--- src/rtl/shift_add_mul.sv ---
// Sequential radix-2 shift-add multiplier, one multiplier bit per step, LSB first.
module shift_add_mul #(
    parameter int unsigned WIDTH = 30
) (
    input  logic               clk,
    input  logic               reset,
    input  logic               start,
    input  logic               step,
    input  logic [WIDTH-1:0]   multiplicand,
    input  logic [WIDTH-1:0]   multiplier,
    output logic [2*WIDTH-1:0] product,
    output logic               done
);
    localparam int unsigned CW = $clog2(WIDTH);

    logic [CW-1:0]      cnt;
    logic [2*WIDTH-1:0] addend;

    assign addend = {{WIDTH{1'b0}}, multiplicand} << cnt;
    // done flags the step that consumes the final multiplier bit
    assign done   = step && (cnt == CW'(WIDTH - 1));

    always_ff @(posedge clk) begin
        if (reset || start) begin
            product <= '0;
            cnt     <= '0;
        end else if (step) begin
            if (multiplier[cnt]) begin
                product <= product + addend;
            end
            cnt <= cnt + 1'b1;
        end
    end
endmodule

--- config.mk ---
export PLATFORM = sky130hd
export DESIGN_NAME = shift_add_mul
export DESIGN_NICKNAME = d
export VERILOG_FILES = /design/src/rtl/shift_add_mul.sv
export SDC_FILE = /design/constraint.sdc
export NUM_CORES = 1
export LEC_CHECK = 0
export ABC_AREA = 1
export ABC_CLOCK_PERIOD_IN_PS = 2850
export CORE_AREA = 2 2 210 150
export CTS_CLUSTER_DIAMETER = 30
export CTS_CLUSTER_SIZE = 24
export DETAILED_ROUTE_END_ITERATION = 12
export DIE_AREA = 0 0 212 152
export GPL_ROUTABILITY_DRIVEN = 0
export GPL_TIMING_DRIVEN = 0
export PLACE_DENSITY = 0.57
export SYNTH_ARGS = -nofsm -noshare
export SYNTH_HDL_FRONTEND = slang
export SYNTH_SLANG_ARGS = --single-unit
--- constraint.sdc ---
create_clock -name clk -period 2.85 [get_ports clk]
set_input_delay 0.57 -clock clk [delete_from_list [all_inputs] [get_ports clk]]
set_output_delay 0.57 -clock clk [all_outputs]
set_load 0.05 [all_outputs]
==> results_dict.tcl, run 1 <==
set metrics [dict create \
    setup_slack_ns -0.557 \
    first_iter_violations 1270 \
    clk-insertion-delay-late_ns 0.37 \
    holdCritPathClass "reg2reg" \
    cpMostUsedCell "nand2_2" \
    worst_slew_pin_slew_ns 0.970 \
    synth_ff_type "dfxtp_1" \
    die_w_um 212 \
    violations "setup timing" \
    antenna_found_initial 0 \
    grt_max_degree 14 \
    crit_path_start_kind "flop" \
    synth.area.top_cells "nand2_1, dfxtp_1, inv_1, nor2_1, ha_1" \
    slew_violations 0 \
    whs_ns 0.525 \
    fin_skew_ns 0.0171 \
    yosysUniqueCellTypes 35 \
    grt_pass1_wl_um 67800 \
    dr.pass1.iters 5 \
    maxSlewHeadroom_pct 35.1 \
    final_util_pct 53.0 \
    hold_viol 0 \
    n_fill_cell 2891 \
    critPathSlowestCell "dfxtp_2" \
    wire_per_inst_um 18.1 \
    route.detailed.drc 0 \
    holdBufCountCts 0 \
    syn-instance-count 1940 \
    period_needed_ns 3.41 \
    crit_fanout 7 \
    synthArstFlopShare_pct 0 \
    synth_area_um2 9830 \
    drv_cap 0 \
    antenna_cells 0 \
    avgSynthCellArea_um2 5.07 \
    syn_nets 2066 \
    ys_ff_latch 65 \
    root_buffer "clkbuf_16" \
    synth-edff-count 0 \
    fin_crit_sh_pct 120 \
    cts_max_path_buffers 2 \
    core_um2 30500 \
    ant_nets 0 \
    initial_utilization_pct 32.3 \
    yosysTopAreaCell "nand2_1" \
    grt_overflow_total 0 \
    synth-seq-area-share_pct 13.2 \
    placementRows 54 \
    synth_top_area_share_pct 27.4 \
    p_leak_nw 7.74 \
    p_total_mw 4.29 \
    layout-drive-gt1-share_pct 33.9 \
    die_area_um2 32200 \
    rsz0062_at_grt "true" \
    crit_path_max_incr_delay_ns 0.33 \
    cts.sinks 65 \
    clkSlewWorstSetupHoldPaths_ns 0.07 \
    multi_input_area_um2 10200 \
    drt-total-wl_um 46900 \
    synth_commonest_cells "nand2_1, inv_1, nor2_1" \
    yosys_warnings 0 \
    p_per_area_nw_per_um2 266 \
    fin_nets 2298 \
    ir_worst_vdd_uv 258 \
    grt_usage_pct 27.2 \
    finish.instance_area_um2 16100 \
    yosysMostFrequentCell "nand2_1" \
    worstPathRequired_ns 3.11 \
    vias 13500 \
    worstPathArrival_ns 3.67 \
    cts_tree "yes" \
    dp_hpwl_um 35200 \
    io_pins 125 \
    die-height_um 152 \
    cts_buffers 9 \
    syn2layout_area_growth_pct 64.1 \
    cp-end-kind "flop" \
    setup_viol 52 \
    drt-vias-per-instance 5.21 \
    status "complete, but fails checks" \
    grt_pass1_vias 12200 \
    path_class "reg2reg" \
    htree_levels 3 \
    regArea_um2 1300 \
    placed_cell_area_um2 11700 \
    max_freq_ghz 0.294 \
    numPortBuffers 124 \
]
sequential cells by signal, indices dropped and copies added (netlist names):
| register | flops |
|---|---|
| product | 60 |
| cnt | 5 |
per-layer routing:
layer	GRT usage, %	wire length (um)
met3	5.66	4750
met2	39.4	19600
met5	0	0
met1	40.4	21300
met4	7.14	1190
per-stage QoR:
step | setup WS (ns) | setup TNS, ns | instances
2_1_floorplan | -0.0637 | -0.0874 | 1940
3_5_place_dp | -1.57 | -66.47 | 2484
4_1_cts | -0.438 | -16.27 | 2561
5_1_grt | -0.688 | -29.62 | 2597
3_3_place_gp | -1.56 | -66.03 | 2484
6_report | -0.557 | -23.65 | 2597
cell families (layout without fill, tap and decap cells):
group	Yosys count	in the layout	synth area share, %
DFF	65	65	13.2
adders and majority gates	62	62	7.97
xor gates and xnor gates	32	32	2.85
muxes	11	11	1.12
AOI/OAI and AO/OA	222	222	11.8
and+or+nand+nor	1161	1161	47.2
buffers and inverters	387	624	15.8
critical path, delay by kind of cell, from the launching register on:
family                     cells  cell delay, ns
and+or+nand+nor               15            1.21
adders and majority gates      1            0.26
AOI/OAI and AO/OA              3            0.34
DFF                            1            0.33
buffers and inverters          9            0.96
muxes                          1            0.19
power breakdown:
part	leakage [nW]	switching (mW)	internal [mW]
Combinational	7.07	1.24	0.832
Clock	0.146	0.533	0.686
Sequential	0.529	0.0555	0.946
what timing repair did:
action / CTS / global route
buffers inserted: 58 / 34
gates resized for setup: 537 / 347
endpoints found under the setup margin: 57 / 57
pin swaps: 133 / 177
cloned: 3 / 2
worst paths after layout:
path                   start          end  slack [ns]  cells past startpoint
setup reg to reg      cnt[0]  product[57]       -0.56                     29
hold / removal    product[0]   product[0]        0.52                      2
setup / recovery      cnt[0]  product[57]       -0.56                     29
hold reg to reg   product[0]   product[0]        0.52                      2
cell type report:
type | count | area share, %
Sequential cell | 65 | 8.08
Tap cell | 420 | 3.26
Buffer | 61 | 3.12
Multi-Input combinational cell | 1488 | 62.9
Inverter | 326 | 7.70
Clock inverter | 7 | 0.481
Clock buffer | 9 | 1.40
Timing Repair Buffer | 221 | 13.1
placed cells by master (no fill, tap or decap), types with 12 or more instances in the layout:
| cell type | instances |
|---|---|
| nor2_4 | 44 |
| o21ai_0 | 35 |
| dfxtp_1 | 63 |
| nand3_2 | 37 |
| a21oi_2 | 17 |
| buf_6 | 19 |
| ha_4 | 45 |
| clkdlybuf4s50_1 | 122 |
| nor2_2 | 42 |
| nor2_1 | 171 |
| o21ai_2 | 43 |
| a21oi_4 | 12 |
| nand2_2 | 153 |
| nand2_1 | 510 |
| o21ai_1 | 19 |
| inv_2 | 23 |
| xor2_1 | 28 |
| nand3_1 | 88 |
| clkbuf_16 | 12 |
| clkbuf_1 | 12 |
| clkbuf_2 | 12 |
| o21ai_4 | 28 |
| buf_4 | 84 |
| a21oi_1 | 41 |
| nand2_4 | 55 |
| inv_1 | 296 |
Power figures use the tool's default switching activity.
==> inputs of run 2 (changes only) <==
Settings changed: CORE_AREA 2 2 210 150 to 2 2 191 137, DIE_AREA 0 0 212 152 to 0 0 193 139, GPL_ROUTABILITY_DRIVEN 0 to default, GPL_TIMING_DRIVEN 0 to default, PLACE_DENSITY 0.57 to 0.65.
==> run 2 against run 1 <==
- register-to-register slack improved by 0.097 ns
- worst setup slack improved by 0.091 ns
- first-iteration DRC count shrank 2.4%
- the run still ends with setup timing left
- sequential share of layout area is 0.66 points lower
- worst hold slack got worse by 0.00059 ns
- non-clock buffer count up 196
- global-route usage grew 7.3 points
- highest routed layer unchanged
==> results_dict.tcl, run 2 (same netlist as run 1, synthesis figures left out) <==
set metrics [dict create \
    cpMostUsedCell "nand2_4" \
    final_cell_mix "nand2_1, buf_4, inv_1, nor2_1, nand2_2" \
    antenna_cells 0 \
    worst_slew_pin_slew_ns 0.609 \
    crit_fanout 4 \
    vias 14000 \
    final_common_cell "nand2_1" \
    fin_skew_ns 0.0164 \
    hold_end "product[2]" \
    fin_nets 2494 \
    cp_cell_sequence "clkdlybuf4s50_1 > nand2_1 > and2_4 > o21ai_2 > nand2_2 > o21ai_4 > o21ai_4 > buf_4 > mux2i_4 > ha_4 > nand2_4 > inv_1 > nand2_1 > nand2_2 > inv_2 > nand2_4 > a21oi_4 > nand2_4 > buf_6 > xor2_1 > nor2_1 > nor2_1" \
    violations "setup timing" \
    rsz0062_at_grt "true" \
    fin_setup_tns_ns -18.18 \
    largest_register_ffs 60 \
    worstPathArrival_ns 3.57 \
    die-height_um 139 \
    critPathSlowestCell "clkdlybuf4s50_1" \
    setup_slack_ns -0.466 \
    finish.instance_area_um2 17600 \
    reg2reg_depth 25 \
    ant_nets 0 \
    initial_utilization_pct 39.1 \
    root_buffer "clkbuf_16" \
    p_leak_nw 8.76 \
    dp_hpwl_um 36900 \
    grt_pass1_wl_um 71000 \
    r2r_start "cnt[0]" \
    reg2reg_setup_slack_ns -0.46 \
    status "complete, but fails checks" \
    grt_overflow_total 0 \
    hold_start "product[2]" \
    syn2layout_area_growth_pct 79.0 \
    numPortBuffers 124 \
    hold_viol 0 \
    antenna_found_initial 1 \
    crit_path_max_incr_delay_ns 0.48 \
    die_w_um 193 \
    cp-end-kind "flop" \
    cts.sinks 65 \
    grt_pass1_vias 12800 \
    wire_per_inst_um 17.8 \
    cts_tree "yes" \
    largest_registers "product x60, cnt x5" \
    maxSlewHeadroom_pct 59.3 \
    whs_path_depth 2 \
    ir_worst_vdd_uv 313 \
    setup_viol 53 \
    htree_levels 3 \
    path_class "in2reg" \
    route.detailed.drc 0 \
    grt_max_degree 35 \
    clkSlewWorstSetupHoldPaths_ns 0.07 \
    p_per_area_nw_per_um2 267 \
    fin_crit_sh_pct 116 \
    dr.pass1.iters 7 \
    slew_violations 0 \
    drv_cap 0 \
    io_pins 125 \
    holdCritPathClass "reg2reg" \
    place_ws_ns -1.43 \
    drt-vias-per-instance 5.18 \
    die_area_um2 26800 \
    clk-insertion-delay-late_ns 0.37 \
    p_total_mw 4.70 \
    placed_cell_area_um2 13600 \
    r2r-end "product[36]" \
    period_needed_ns 3.32 \
    crit_path_start_kind "input port" \
    cts_max_path_buffers 2 \
    place.gp.congestion 1.02 \
    grt_usage_pct 34.5 \
    placementRows 49 \
    max_freq_ghz 0.302 \
    layout-drive-gt1-share_pct 40.7 \
    first_iter_violations 1239 \
    core_um2 25100 \
    drt-total-wl_um 48000 \
    worstPathRequired_ns 3.11 \
    regMostFlops "product" \
    cts_buffers 9 \
]
==> run 2: changes by cell type in the layout (fill, tap and decap cells not counted), moves of 8 or more <==
cell / previous run / this run
buf_6: 19 / 30
clkdlybuf4s50_1: 122 / 107
dlymetal6s2s_1: 0 / 8
nor2_4: 44 / 55
inv_1: 296 / 277
nand3_1: 88 / 98
o21ai_4: 28 / 18
inv_2: 23 / 41
buf_4: 84 / 313
clkbuf_1: 12 / 1
buf_2: 11 / 0
clkbuf_2: 12 / 0
nand3_2: 37 / 29
o21ai_1: 19 / 31
==> run 2: layout make-up <==
| class | instances | area (um^2) |
|---|---|---|
| multi-input combinational | 1488 | 10100 |
| fill | 2157 | 7540 |
| timing repair buffer | 478 | 4180 |
| sequential | 65 | 1310 |
| inverter | 326 | 1240 |
| tap | 331 | 414 |
| clock buffer | 10 | 229 |
| clock inverter | 6 | 115 |
==> run 2: per-stage QoR <==
| step | util (%) | hold WS (ns) | instances |
|---|---|---|---|
| 4_1_cts | 65.2 | 0.519 | 2693 |
| 5_1_grt | 70.0 | 0.549 | 2704 |
| 2_1_floorplan | - | 0.552 | 1940 |
| 3_3_place_gp | 54.3 | 0.499 | 2649 |
| 3_5_place_dp | 54.3 | 0.507 | 2649 |
| 6_report | 70.0 | 0.524 | 2704 |
==> run 2: layer usage <==
layer	GRT usage, %	up-vias	part of all wire, %
li1	-	6871	-
met1	51.7	6488	47
met2	51.0	596	42
met3	7.11	61	9.3
met4	5.98	0	1.6
met5	0	-	0
==> run 2: timing repair <==
action / CTS / global route
setup buffers: 29 / 13
setup endpoints to repair: 57 / 57
resized for setup: 589 / 302
cloned: 1 / 0
pin swaps: 127 / 124
hold buffers: 0 / 0
==> run 2: worst max-delay path: cells and delay by family <==
kind,cells,cell delay (ns)
compound gates,4,0.54
xor+xnor,1,0.13
fa+ha+maj,1,0.28
buf+inv,5,0.90
mux,1,0.21
simple gates,10,0.95
==> run 2: worst max-delay path by stage <==
stage	slack, ns	end	startpoint	cells after the start
2_1_floorplan	-0.06	product[58]	cnt[0]	24
3_3_place_gp	-1.45	product[27]	multiplicand[5]	21
3_5_place_dp	-1.43	product[27]	multiplicand[7]	22
4_1_cts	-0.40	product[51]	cnt[0]	23
5_1_grt	-0.63	product[36]	cnt[0]	26
6_report	-0.47	product[27]	multiplicand[8]	22
==> run 2: where the power goes <==
part	switching, mW	internal, mW	total [mW]
combinational	1.27	1.03	2.30
sequential	0.0616	0.945	1.01
clock	0.532	0.861	1.39
total	1.87	2.83	4.70
==> inputs of run 3 (changes only) <==
Settings changed: CORE_AREA 2 2 191 137 to 2 2 166 119, DIE_AREA 0 0 193 139 to 0 0 168 121, PLACE_DENSITY 0.65 to 0.82, SLEW_MARGIN from default to 20.
==> run 3 against run 2 <==
- the flow now stops in 5_1_grt
- synthesized cell count unchanged
- synthesized area unchanged
==> results_dict.tcl, run 3 <==
set metrics [dict create \
    status "stopped before the end" \
    haltStage "5_1_grt" \
    firstError "[ERROR GRT-0232] Routing congestion too high. Check the congestion heatmap in the GUI." \
    grt_max_degree 45 \
    synth_top_area_share_pct 27.4 \
    synth_commonest_cells "nand2_1, inv_1, nor2_1" \
    die-height_um 121 \
    place_inst 2531 \
    worst_endpoint "product[58]$_SDFFE_PP0P_/D" \
    cts_buffers 9 \
    root_buffer "clkbuf_16" \
    place.gp.congestion 1.08 \
    cts.sinks 65 \
    synth.area.top_cells "nand2_1, dfxtp_1, inv_1, nor2_1, ha_1" \
    synth_area_um2 9830 \
    io_pins 125 \
    placed_cell_area_um2 13300 \
    worst_path_end_type "register input" \
    synthArstFlopShare_pct 0 \
    synth-edff-count 0 \
    grt_overflow_total 434 \
    die_w_um 168 \
    synth-seq-area-share_pct 13.2 \
    yosysTopAreaCell "nand2_1" \
    avgSynthCellArea_um2 5.07 \
    dp_hpwl_um 35200 \
    yosysUniqueCellTypes 35 \
    syn_nets 2066 \
    htree_levels 3 \
    placementRows 42 \
    grt_usage_pct 86.8 \
    yosysMostFrequentCell "nand2_1" \
    yosys_warnings 0 \
    numPortBuffers 124 \
    synth_ff_type "dfxtp_1" \
    initial_utilization_pct 52.7 \
    cts_max_path_buffers 2 \
    ys_ff_latch 65 \
    syn-instance-count 1940 \
]
==> run 3: cell counts after synthesis <==
No cell type changed its count.
==> run 3: repair_timing <==
item	in CTS
buffers inserted	28
endpoints found under the setup margin	57
pin swaps	131
hold buffers	0
gates resized for setup	440
gates cloned	1
==> run 3: routing by layer <==
| layer | global-route usage, % | overflow |
|---|---|---|
| met5 | 58.3 | 4 |
| met4 | 90.9 | 127 |
| met2 | 103 | 266 |
| met1 | 83.9 | 10 |
| met3 | 72.2 | 27 |
==> run 3: kinds of logic after synthesis <==
kind of cell    after synthesis  synth area share [%]
buf+inv                     387                  15.8
mux                          11                  1.12
compound gates              222                  11.8
fa+ha+maj                    62                  7.97
xor+xnor                     32                  2.85
flops                        65                  13.2
simple gates               1161                  47.2
==> run 3: stage by stage <==
stage / hold WS [ns] / util, % / setup slack [ns]
CTS: 0.514 / 81.9 / -0.404
floorplan: 0.552 / - / -0.0637
detailed placement: 0.504 / 71.4 / -1.30
global placement: 0.494 / 71.4 / -1.26
==> inputs of run 4 (changes only) <==
Settings changed: ABC_CLOCK_PERIOD_IN_PS 2850 to 3700, CORE_AREA 2 2 166 119 to 2 2 160 162, CTS_CLUSTER_DIAMETER 30 to default, CTS_CLUSTER_SIZE 24 to default, DIE_AREA 0 0 168 121 to 0 0 162 164, PLACE_DENSITY 0.82 to default, PLACE_DENSITY_LB_ADDON from default to 0.15.
Clock period 2.85 ns to 3.7 ns, I/O delays scaled along.
==> run 4 against run 3 <==
- the flow now finishes without violations
==> results_dict.tcl, run 4 (same netlist as run 1, synthesis figures left out) <==
set metrics [dict create \
    path_delay_family "buffers and inverters" \
    p_leak_nw 8.02 \
    path_buf_inv 7 \
    switching_share_pct 36.8 \
    worstPathRequired_ns 3.94 \
    n_fill_cell 2546 \
    top_usage_layer "met2" \
    cp_cell_sequence "clkdlybuf4s50_1 > nand2_1 > and2_4 > o21ai_4 > buf_4 > nand2_1 > o21ai_2 > buf_4 > o21ai_1 > buf_4 > mux2i_4 > ha_4 > nand2_2 > inv_1 > nand2_1 > nand2_1 > inv_1 > nand2_1 > a21oi_2 > nand2_4 > buf_4 > xor2_1 > nor2_1 > nor2_1" \
    grt_pass1_wl_um 65800 \
    cpMostUsedCell "nand2_1" \
    maxSlewHeadroom_pct 58.3 \
    finish.instance_area_um2 15400 \
    syn2layout_area_growth_pct 56.1 \
    ant_nets 0 \
    met2_usage_pct 56.1 \
    period_needed_ns 3.59 \
    initial_utilization_pct 39.6 \
    r2r_start "cnt[0]" \
    p_sw_mw 1.27 \
    p_total_mw 3.44 \
    drt-total-wl_um 44000 \
    grt_overflow_total 0 \
    holdBufCountCts 0 \
    final_common_cell "nand2_1" \
    core_um2 24800 \
    power_frac_comb_pct 42.8 \
    ir_worst_vdd_uv 177 \
    largest_register_ffs 60 \
    fin_setup_tns_ns 0 \
    layout-drive-gt1-share_pct 26.8 \
    holdCritPathClass "reg2reg" \
    place.gp.congestion 0.991 \
    hold_end "product[3]" \
    crit_path_max_incr_delay_ns 0.47 \
    final_cell_mix "nand2_1, inv_1, buf_4, nor2_1, nand3_1" \
    clk-insertion-delay-late_ns 0.36 \
    grt_pass1_vias 12300 \
    cts.sinks 65 \
    regMostFlops "product" \
    r2r-end "product[30]" \
    htree_levels 3 \
    first_iter_violations 1157 \
    status "finished clean" \
    hold_viol 0 \
    route.detailed.drc 0 \
    placed_cell_area_um2 13200 \
    largest_registers "product x60, cnt x5" \
    io_pins 125 \
    grt_usage_pct 32.0 \
    dp_hpwl_um 34900 \
    rsz0062_at_grt "true" \
    slew_violations 0 \
    hold_start "product[3]" \
    setup_viol 0 \
    drt-vias-per-instance 5.02 \
    grt.met3_usage_pct 3.26 \
    die_w_um 162 \
    fin_skew_ns 0.0114 \
    crit_fanout 4 \
    final_util_pct 61.9 \
    met1_usage_pct 41.0 \
    worstPathArrival_ns 3.83 \
    p_clk_share_pct 34.9 \
    root_buffer "clkbuf_16" \
    cp-end-kind "flop" \
    path_class "in2reg" \
    wire_per_inst_um 16.7 \
    placementRows 58 \
    fin_crit_sh_pct 97.0 \
    p_int_mw 2.18 \
    dr.pass1.iters 6 \
    cts_tree "yes" \
    die-height_um 164 \
    die_area_um2 26600 \
    clkSlewWorstSetupHoldPaths_ns 0.07 \
    cts_max_path_buffers 2 \
    critPathSlowestCell "clkdlybuf4s50_1" \
    cts_buffers 9 \
    crit_path_start_kind "input port" \
    fin_nets 2433 \
    worst_slew_pin_slew_ns 0.624 \
    drv_cap 0 \
    max_freq_ghz 0.279 \
    seqPwrFrac_pct 22.3 \
    vias 13300 \
    numPortBuffers 124 \
    whs_path_depth 2 \
    antenna_found_initial 0 \
    reg2reg_depth 26 \
    grt_max_degree 47 \
    antenna_cells 0 \
    reg2reg_setup_slack_ns 0.27 \
    p_per_area_nw_per_um2 224 \
]
run 4: stage by stage:
step / cells / hold WS [ns] / worst slack (ns)
after floorplan: 1940 / 0.563 / 0.532
after global placement: 2599 / 0.487 / -0.826
after detailed placement: 2599 / 0.488 / -0.771
after CTS: 2623 / 0.497 / -0.00496
after global routing: 2642 / 0.542 / -0.0533
final: 2642 / 0.512 / 0.111
run 4: area by class of cell:
| class | count | area (um^2) | area share [%] |
|---|---|---|---|
| flip-flops and latches | 65 | 1300 | 8.48 |
| clock buffers | 9 | 225 | 1.47 |
| well taps | 330 | 413 | 2.69 |
| multi-input cells | 1488 | 8470 | 55.2 |
| repair buffers | 417 | 3550 | 23.1 |
| clock inverters | 7 | 166 | 1.08 |
| inverters | 326 | 1230 | 7.99 |
run 4: power groups by stage:
stage	registers, mW	clock network, mW	logic (mW)
detailed placement	0.779	0	1.23
CTS	0.765	1.20	1.27
finish	0.769	1.20	1.47
global route	0.771	1.24	1.59
global placement	0.779	0	1.22
floorplan	0.857	0	0.554
run 4: worst max path at each step:
stage,from,to,depth (start not counted)
2_1_floorplan,multiplicand[24],product[58],19
3_3_place_gp,multiplicand[29],product[51],20
3_5_place_dp,multiplicand[29],product[51],20
4_1_cts,multiplicand[7],product[53],21
5_1_grt,multiplicand[0],product[37],25
6_report,multiplicand[7],product[27],24
run 4: what timing repair did:
action | 4_1_cts | 5_1_grt
resized for setup | 95 | 353
pin swaps | 17 | 107
endpoints found under the setup margin | 44 | 51
setup buffers | 8 | 19
run 4: metal layers:
metal	routed length, um	up-vias
met5	0	-
met4	1440	0
met3	2680	73
met2	21000	445
met1	18900	6003
li1	-	6747
run 4: worst register-to-register path, delay by kind of cell (launching register included):
kind | cells | cell delay, ns
simple gates | 15 | 1.38
buf+inv | 6 | 0.76
compound gates | 3 | 0.37
flops | 1 | 0.35
fa+ha+maj | 1 | 0.33
xor+xnor | 1 | 0.20
